<file path="src/rtl/uart_pkg.sv">
// Shared UART definitions: frame size, receiver state encoding and bit-period helper.
package uart_pkg;

  localparam int unsigned DATA_BITS = 8;

  typedef enum logic [2:0] {
    StIdle,
    StStart,
    StData,
    StStop,
    StBreak
  } uart_state_e;

  // Last count of one bit period for the given clock and line rate.
  function automatic int unsigned clk_count(input int unsigned clock_freq,
                                            input int unsigned baud_rate);
    return clock_freq / baud_rate - 1;
  endfunction

endpackage

</file>
<file path="src/rtl/uart_rx_sync.sv">
// Two-flop synchronizer for the asynchronous rx line; resets to the idle (high) level.
module uart_rx_sync (
  input  logic clk,
  input  logic rst,
  input  logic rx,
  output logic rx_s
);

  logic meta_q, sync_q;

  always_ff @(posedge clk or posedge rst) begin
    if (rst) begin
      meta_q <= 1'b1;
      sync_q <= 1'b1;
    end else begin
      meta_q <= rx;
      sync_q <= meta_q;
    end
  end

  assign rx_s = sync_q;

endmodule

</file>
<file path="src/rtl/uart_rx.sv">
// 8N1 UART receiver with mid-bit sampling and one-cycle valid / frame_err strobes.
// Define UART_RX_MAJORITY_EN for 2-of-3 majority sampling around each mid-bit point.
module uart_rx
  import uart_pkg::*;
#(
  parameter int unsigned BAUD_RATE  = 115_200,
  parameter int unsigned CLOCK_FREQ = 12_000_000
) (
  input  logic                 clk,
  input  logic                 rst,
  input  logic                 rx,
  output logic [DATA_BITS-1:0] data,
  output logic                 valid,
  output logic                 frame_err,
  output logic                 busy
);

  localparam int unsigned CLK_COUNT  = clk_count(CLOCK_FREQ, BAUD_RATE);
  localparam int unsigned HALF_COUNT = CLK_COUNT / 2;
  localparam int unsigned CNT_W      = $clog2(CLK_COUNT + 1);

  logic rx_s;

  uart_rx_sync u_sync (
    .clk  (clk),
    .rst  (rst),
    .rx   (rx),
    .rx_s (rx_s)
  );

  uart_state_e          state_q, state_d;
  logic [CNT_W-1:0]     clk_cnt_q, clk_cnt_d;
  logic [2:0]           bit_idx_q, bit_idx_d;
  logic [DATA_BITS-1:0] shift_q, shift_d;
  logic [DATA_BITS-1:0] data_q, data_d;
  logic                 valid_q, valid_d;
  logic                 frame_err_q, frame_err_d;
  logic                 sample;

`ifdef UART_RX_MAJORITY_EN
  // Decision lands one count after the centre, so the start check shifts by one and the
  // later decisions at CLK_COUNT already sit one cycle past their centres.
  localparam int unsigned START_DEC = HALF_COUNT + 1;
  logic [1:0] hist_q, hist_d;
  assign hist_d = {hist_q[0], rx_s};
  assign sample = (hist_q[1] & hist_q[0]) | (hist_q[1] & rx_s) | (hist_q[0] & rx_s);
`else
  localparam int unsigned START_DEC = HALF_COUNT;
  assign sample = rx_s;
`endif

  always_comb begin
    state_d     = state_q;
    clk_cnt_d   = (state_q == StIdle) ? '0 : clk_cnt_q + 1'b1;
    bit_idx_d   = bit_idx_q;
    shift_d     = shift_q;
    data_d      = data_q;
    valid_d     = 1'b0;
    frame_err_d = 1'b0;
    case (state_q)
      StIdle: begin
        if (!rx_s) state_d = StStart;
      end
      StStart: begin
        if (clk_cnt_q == CNT_W'(START_DEC)) begin
          clk_cnt_d = '0;
          bit_idx_d = '0;
          state_d   = sample ? StIdle : StData;
        end
      end
      StData: begin
        if (clk_cnt_q == CNT_W'(CLK_COUNT)) begin
          clk_cnt_d          = '0;
          shift_d[bit_idx_q] = sample;
          if (bit_idx_q == 3'(DATA_BITS - 1)) state_d = StStop;
          else bit_idx_d = bit_idx_q + 3'd1;
        end
      end
      StStop: begin
        if (clk_cnt_q == CNT_W'(CLK_COUNT)) begin
          clk_cnt_d = '0;
          if (sample) begin
            data_d  = shift_q;
            valid_d = 1'b1;
            state_d = StIdle;
          end else begin
            frame_err_d = 1'b1;
            state_d     = StBreak;
          end
        end
      end
      StBreak: begin
        // Wait for the line to return high so a held-low line reports only once.
        if (rx_s) begin
          clk_cnt_d = '0;
          state_d   = StIdle;
        end
      end
      default: state_d = StIdle;
    endcase
  end

  always_ff @(posedge clk or posedge rst) begin
    if (rst) begin
      state_q     <= StIdle;
      clk_cnt_q   <= '0;
      bit_idx_q   <= '0;
      shift_q     <= '0;
      data_q      <= '0;
      valid_q     <= 1'b0;
      frame_err_q <= 1'b0;
`ifdef UART_RX_MAJORITY_EN
      hist_q      <= 2'b11;
`endif
    end else begin
      state_q     <= state_d;
      clk_cnt_q   <= clk_cnt_d;
      bit_idx_q   <= bit_idx_d;
      shift_q     <= shift_d;
      data_q      <= data_d;
      valid_q     <= valid_d;
      frame_err_q <= frame_err_d;
`ifdef UART_RX_MAJORITY_EN
      hist_q      <= hist_d;
`endif
    end
  end

  assign data      = data_q;
  assign valid     = valid_q;
  assign frame_err = frame_err_q;
  assign busy      = (state_q != StIdle);

endmodule

</file>
<file path="config.mk">
export PLATFORM = sky130hd
export DESIGN_NAME = uart_rx
export DESIGN_NICKNAME = d
export VERILOG_FILES = /design/src/rtl/uart_pkg.sv /design/src/rtl/uart_rx_sync.sv /design/src/rtl/uart_rx.sv
export SDC_FILE = /design/constraint.sdc
export NUM_CORES = 1
export LEC_CHECK = 0
export CAP_MARGIN = 10
export CORE_MARGIN = 5
export CORE_UTILIZATION = 56
export DETAILED_ROUTE_END_ITERATION = 10
export PLACE_DENSITY = 0.89
export SYNTH_ARGS = -nofsm -noshare
export SYNTH_HDL_FRONTEND = slang
export SYNTH_SLANG_ARGS = --single-unit
</file>
<file path="constraint.sdc">
create_clock -name clk -period 2.2 [get_ports clk]
set_input_delay 0.22 -clock clk [delete_from_list [all_inputs] [get_ports clk]]
set_output_delay 0.22 -clock clk [all_outputs]
set_load 0.005 [all_outputs]
</file>
==> impl_metrics.csv <==
group,metric,value,unit
outcome,status,"complete, no violations",
die,die_y,62.3,um
yosys,syn_inst,133,
route,totalWireLength,2660,um
route,viasPerCell,5.54,
yosys,syn_area,0.00153,sq mm
clock_network,cts_buffers,5,
sta,rsz0062_at_grt,"no",
final_layout,regArea,828,sq um
critical_path,end_kind,"output port",
placed_design,dp_hpwl,1950,um
placed_design,placed_cell_area,0.00170,sq mm
yosys,synth_largest_area_cell,"dfrtp_1",
yosys,synth_edf_count,0,
final_layout,diodes,0,
route,drtAntennaViolNets,0,
route,drtPass1Iterations,4,
clock_network,hold_buffers,0,
sta,max_freq,0.512,GHz
die,dieArea,0.00389,sq mm
final_layout,fillers,210,
final_layout,syn2layout_area_growth,16.2,%
critical_path,setup.worst_path.class,"reg2out",
critical_path,crit_path_start_kind,"flop",
die,start_util,57.1,%
route,drc,0,
grt,met2_usage,26.2,%
pwr,power_density,610,mW/mm^2
final_layout,fin_area,0.00178,sq mm
grt,grt_max_degree,34,
clock_network,htreeDepth,2,
yosys,ys_top_cells_by_count,"dfrtp_1, mux2_2, nor2_1",
final_layout,nNetsFinal,156,
grt,grt-ovfl-total,0,
critical_path,cp_cell_sequence,"or3_1 -> clkdlybuf4s50_1",
pwr,ir_drop,0.552,mV
yosys,syn_avg_cell_area,11.5,sq um
sta,fin_skew,0.00517,ns
clock_network,cts_buffer_depth,2,
sta,period_needed,1.95,ns
grt,grt_util_all_layers,15.2,%
clock_network,post_cts_buffers,0,
grt,grt_pass1_vias,1088,
critical_path,slowest_stage,"dfrtp_1",
clock_network,cts_root_buf,"clkbuf_4",
grt,grt_pass1_wl,4690,um
die,die_x,62.3,um
hold_path,hold_class,"in2async",
sta,setup-violations-final,0,
route,num_vias,1009,
placed_design,place.port_buffers,13,
sta,post-route-period-util,88.8,%
die,rows,19,
sta,max_slew_margin,65.1,%
route,first_iter_violations,38,
critical_path,cp_max_fo,12,
grt,grt_util_met1,16.9,%
placed_design,dpl.cell_count,174,
die,io_pins,14,
grt,busiest_layer,"met2",
placed_design,place_ws,0.265,ns
final_layout,drive_above_1_share,22.5,%
critical_path,crit_arrival,1.73,ns
placed_design,place.gp.congestion,0.844,
yosys,synth_warnings,0,
yosys,yosys_most_used_dff,"dfrtp_1",
route,drt-wirelength-per-cell,14.6,um
final_layout,layoutNonFillerInstCount,182,
grt,met3_usage,6.49,%
clock_network,cts-resized-gates,0,
run,drv_cap,0,
die,core_area,0.00269,sq mm
pwr,p_leak,0.814,nW
grt,grt_antenna_before_repair,0,
sta,report.final.slew_viol_count,0,
yosys,synth_top_area_share,50.6,%
yosys,ys_seq_area_share,54.0,%
yosys,synth_most_common_cell,"dfrtp_1",
sta,tns,0,ns
yosys,synth-async-reset-ratio,100,%
clock_network,clkLatencyLatePin,0.32,ns
sta,finalWorstSetupSlack,0.246,ns
sta,tightest_slew,0.520,ns
sta,final_hold_viol_count,0,
clock_network,cts_tree,"built",
critical_path,slowest_delay,0.55,ns
yosys,ys_ff_latch,33,
clock_network,clock-sinks,33,
final_layout,multi_input_area,658,sq um
yosys,yosysUniqueCellTypes,34,
yosys,synth_nets,139,
yosys,yosys-top-cells-area,"dfrtp_1, mux2_2, nor2_1",
critical_path,worst_ep_required_time,1.98,ns
clock_network,path_clk_slew,0.09,ns
critical_path,cpLargestDelayFamily,"flip-flops",
critical_path,worst-path-buf-inv,1,
==> placed cells by master (no fill, tap or decap), drive strengths merged, types with 2 or more instances in the layout <==
| cell | netlist | layout |
|---|---|---|
| a21oi | 3 | 3 |
| buf | 2 | 2 |
| clkbuf | 3 | 7 |
| clkdlybuf4s50 | 0 | 13 |
| dfrtp | 31 | 31 |
| dfstp | 2 | 2 |
| ha | 3 | 3 |
| inv | 7 | 7 |
| mux2 | 17 | 17 |
| mux2i | 2 | 2 |
| nand2 | 8 | 8 |
| nand2b | 2 | 2 |
| nand3 | 3 | 3 |
| nand4 | 5 | 5 |
| nand4b | 4 | 4 |
| nor2 | 15 | 15 |
| nor3 | 2 | 2 |
| nor4 | 2 | 2 |
| o21ai | 3 | 3 |
| or2 | 2 | 2 |
| or3 | 3 | 3 |
| xnor2 | 3 | 3 |
| xor2 | 3 | 3 |
==> final timing paths <==
check	startpoint	endpoint	slack (ns)	cells past startpoint
max	state_q[2]$_DFFE_PP0P_	busy	0.25	2
min	rst	state_q[0]$_DFFE_PP0P_	0.26	3
min in group clk	rx	u_sync.meta_q$_DFF_PP1_	0.30	1
max in group asynchronous	rst	u_sync.rx_s$_DFF_PP1_	1.63	3
max reg2reg	bit_idx_q[1]$_DFFE_PP0P_	bit_idx_q[0]$_DFFE_PP0P_	0.26	5
min reg2reg	u_sync.meta_q$_DFF_PP1_	u_sync.rx_s$_DFF_PP1_	0.36	0
==> worst reg2reg max path, stage by stage, from the launching register on <==
cell     delay, ns
dfrtp_1       0.45
ha_1          0.21
ha_1          0.19
or4_4         0.43
o22ai_4       0.19
mux2_1        0.35
==> kinds of logic (layout without fill, tap and decap cells) <==
group                      after synthesis  after routing  share of synthesized area, %
and+or+nand+nor                         50             50                          17.9
adders and majority gates                3              3                          2.45
AOI/OAI and AO/OA                       10             10                          5.30
buffers and inverters                   12             30                          3.10
muxes                                   19             19                          13.8
xor gates and xnor gates                 6              6                          3.43
DFF                                     33             33                          54.0
==> flip-flops by register name (all words and copies together) (netlist names) <==
register	count
u_sync.rx_s	1
state_q	3
frame_err	1
bit_idx_q	3
clk_cnt_q	7
data	8
valid	1
u_sync.meta_q	1
shift_q	8
==> per-layer routing <==
layer	part of all wire, %	up-vias
met2	53	17
met4	0.45	0
met1	43	492
li1	-	498
met3	4.3	2
met5	0	-
==> where the power goes <==
part           leakage, nW  total (mW)  internal [mW]  switching (mW)
Combinational        0.329      0.0161        0.00476          0.0113
Clock               0.0455       0.458          0.271           0.187
Sequential           0.439       0.613          0.610         0.00371
==> area by class of cell <==
type                    count  area share, %
clock buffers               7           3.09
clock inverters             1           1.69
inverters                   7           1.47
multi-input cells          88           36.9
flip-flops and latches     33           46.5
well taps                  31           2.18
repair buffers             15           8.15
==> stage by stage <==
step | total power [mW] | utilization (%) | hold slack [ns]
2_1_floorplan | 0.634 | - | 0.224
3_3_place_gp | 0.642 | 63.2 | 0.346
3_5_place_dp | 0.642 | 63.2 | 0.349
4_1_cts | 1.10 | 66.3 | 0.264
5_1_grt | 1.14 | 66.3 | 0.279
6_report | 1.09 | 66.3 | 0.260
Note: power is estimated with default switching activity, not from simulation.
==> RTL change: new RTL, config.mk and constraints unchanged <==
Set the parameter `CLOCK_FREQ` to 48_000_000 (it was 12_000_000).
--- a/src/rtl/uart_rx.sv
+++ b/src/rtl/uart_rx.sv
@@ -4,7 +4,7 @@
   import uart_pkg::*;
 #(
   parameter int unsigned BAUD_RATE  = 115_200,
-  parameter int unsigned CLOCK_FREQ = 12_000_000
+  parameter int unsigned CLOCK_FREQ = 48_000_000
 ) (
   input  logic                 clk,
   input  logic                 rst,
Check against the original RTL: same outputs for any inputs over 10 cycles, from zero or initial values and one cycle with rst high; that may be too few to reach the edited logic, so the function may still have changed.
==> RTL change against the unedited design <==
  * Synthesized area rose by 3.6%
  * Total power down 2.5%
  * Combinational power increased by 6%
  * Setup slack got worse by 0.056 ns
  * Sequential cell count is 2 higher
  * Maximum frequency fell by 2.8%
  * Count of clock-buffer cells in the layout increased by 1
  * Final area up 2.0%
  * Routed wire length up 0.45%
  * Critical path depth is 2 higher
  * Critical endpoint is now clk_cnt_q[8]
  * Largest power group unchanged
==> RTL change: results (changes against the unedited design) <==
* Status: finished, final reports clean (unchanged)
* Vias in the first global route at 1048 (was 1088)
* Max reg flops at 9
* GP Congestion at 0.798 (was 0.844)
* Number of fill cells at 206 (was 210)
* Post-synthesis sequential area ratio at 0.553 (was 0.540)
* Power per Cell Area at 583 nW/µm² (was 610 nW/µm²)
* Cell variety after synth at 32 (was 34)
* VDD IR max at 0.534 mV (was 0.552 mV)
* Synth cell count leaders: 33 x dfrtp_1, 17 x mux2_2, 15 x nor2_1 (was 31 x dfrtp_1, 16 x mux2_2, 15 x nor2_1)
* First-pass GRT wire length at 4830 µm (was 4690 µm)
* Nets at 153 (was 156)
* Clk_skew at 0.00713 ns (was 0.00517 ns)
* Clock power share at 0.371 (was 0.421)
* All-Layer GR Usage at 0.155 (was 0.152)
* Arr. time, crit path at 2.24 ns (was 1.73 ns)
* Port bufs at 13 (unchanged)
* Delay-heaviest family, CP: simple AND/OR/NAND/NOR gates (was flip-flops)
* Largest cells by area after synthesis: dfrtp_1 52%, mux2_2 12%, xor2_1 3.9% (was dfrtp_1 51%, mux2_2 12%, nor2_1 3.7%)
* Post-CTS setup buffer count at 0 (unchanged)
* WL per Instance at 14.9 µm (was 14.6 µm)
* Slew HR at 0.663 (was 0.651)
* Share of cells above drive strength 1 at 0.223 (was 0.225)
* Mapped Nets at 136 (was 139)
* Worst skew pair latency at 0.35 ns (was 0.32 ns)
* Max FO, Critical Path at 8 (was 12)
* Dpl ws at 0.186 ns (was 0.265 ns)
* Critical path startpoint: state_q[1] (was state_q[2])
* Leakage power at 0.832 nW (was 0.814 nW)
* DR vias/cell at 5.84 (was 5.54)
* Biggest register: clk_cnt_q
* Switching power at 0.222 mW (was 0.202 mW)
* HPWL Detailed at 1850 µm (was 1950 µm)
* Largest net degree at the start of global routing at 36 (was 34)
* FF-to-FF End: clk_cnt_q[8] (was bit_idx_q[0])
* Initial DRC Count at 38 (unchanged)
* Num CTS Buffers at 5 (unchanged)
* Slowest stage cell on the critical path: or4b_4 (was dfrtp_1)
* Antenna violations before repair at 0 (unchanged)
* Yosys warning total at 0 (unchanged)
* CP peak stage delay at 0.59 ns (was 0.55 ns)
* CTS resizes at 0 (unchanged)
* Drt first pass iters at 6 (was 4)
* R2R depth at 4 (was 5)
RTL change: changes by cell type after synthesis, sizes merged, moves of 3 or more:
cell   before  now
and3        0    4
nand2       8    3
xnor2       3    0
nand3       3    6
xor2        3    7
inv         7    3
or3         3    0
RTL change: layout make-up:
type,count,area share
Timing Repair Buffer,14,0.0757
Inverter,3,0.00619
Clock buffer,8,0.0379
Tap cell,31,0.0213
Multi-Input combinational cell,88,0.376
Sequential cell,35,0.483
RTL change: logic make-up after synthesis:
family	count (synthesis)	share of synthesized area
buf+inv	7	0.0173
compound gates	9	0.0488
simple gates	52	0.198
flops	35	0.553
fa+ha+maj	3	0.0236
mux	17	0.120
xor+xnor	7	0.0386
RTL change: power groups by stage:
stage	Clock, mW	Combinational (mW)	Sequential [mW]
4_1_cts	0.403	0.0182	0.650
3_3_place_gp	0	0.0176	0.663
3_5_place_dp	0	0.0182	0.663
2_1_floorplan	0	0.0119	0.660
6_report	0.393	0.0171	0.650
5_1_grt	0.438	0.0208	0.651
RTL change: worst max-delay path by stage:
stage,end,slack [ns]
final,clk_cnt_q[8],0.19
after CTS,clk_cnt_q[4],0.18
after global placement,clk_cnt_q[6],0.24
after detailed placement,clk_cnt_q[4],0.19
after floorplan,clk_cnt_q[3],0.30
after global routing,clk_cnt_q[6],0.09
RTL change: metrics by stage:
step           instance area (µm²)  cells   util  power [mW]  hold slack, ns
3_3_place_gp                  1750    171  0.640       0.680           0.346
2_1_floorplan                 1590    130      -       0.672           0.224
6_report                      1820    179  0.665        1.06           0.260
5_1_grt                       1820    179  0.665        1.11           0.250
3_5_place_dp                  1750    171  0.640       0.681           0.349
4_1_cts                       1820    179  0.665        1.07           0.264
RTL change: layer usage:
metal | vias to the layer above | global-route usage | share of wire
met5 | - | 0 | 0
met4 | 0 | 0.0935 | 0.015
met3 | 5 | 0.0444 | 0.056
met2 | 26 | 0.245 | 0.50
met1 | 507 | 0.186 | 0.43
li1 | 507 | - | -
RTL change: worst reg2reg max path, cell delays in order (launching register included):
cell and delay, ns:
dfrtp_1 0.44, or4b_4 0.59, or4b_4 0.51, o211ai_4 0.28, nor2_1 0.08
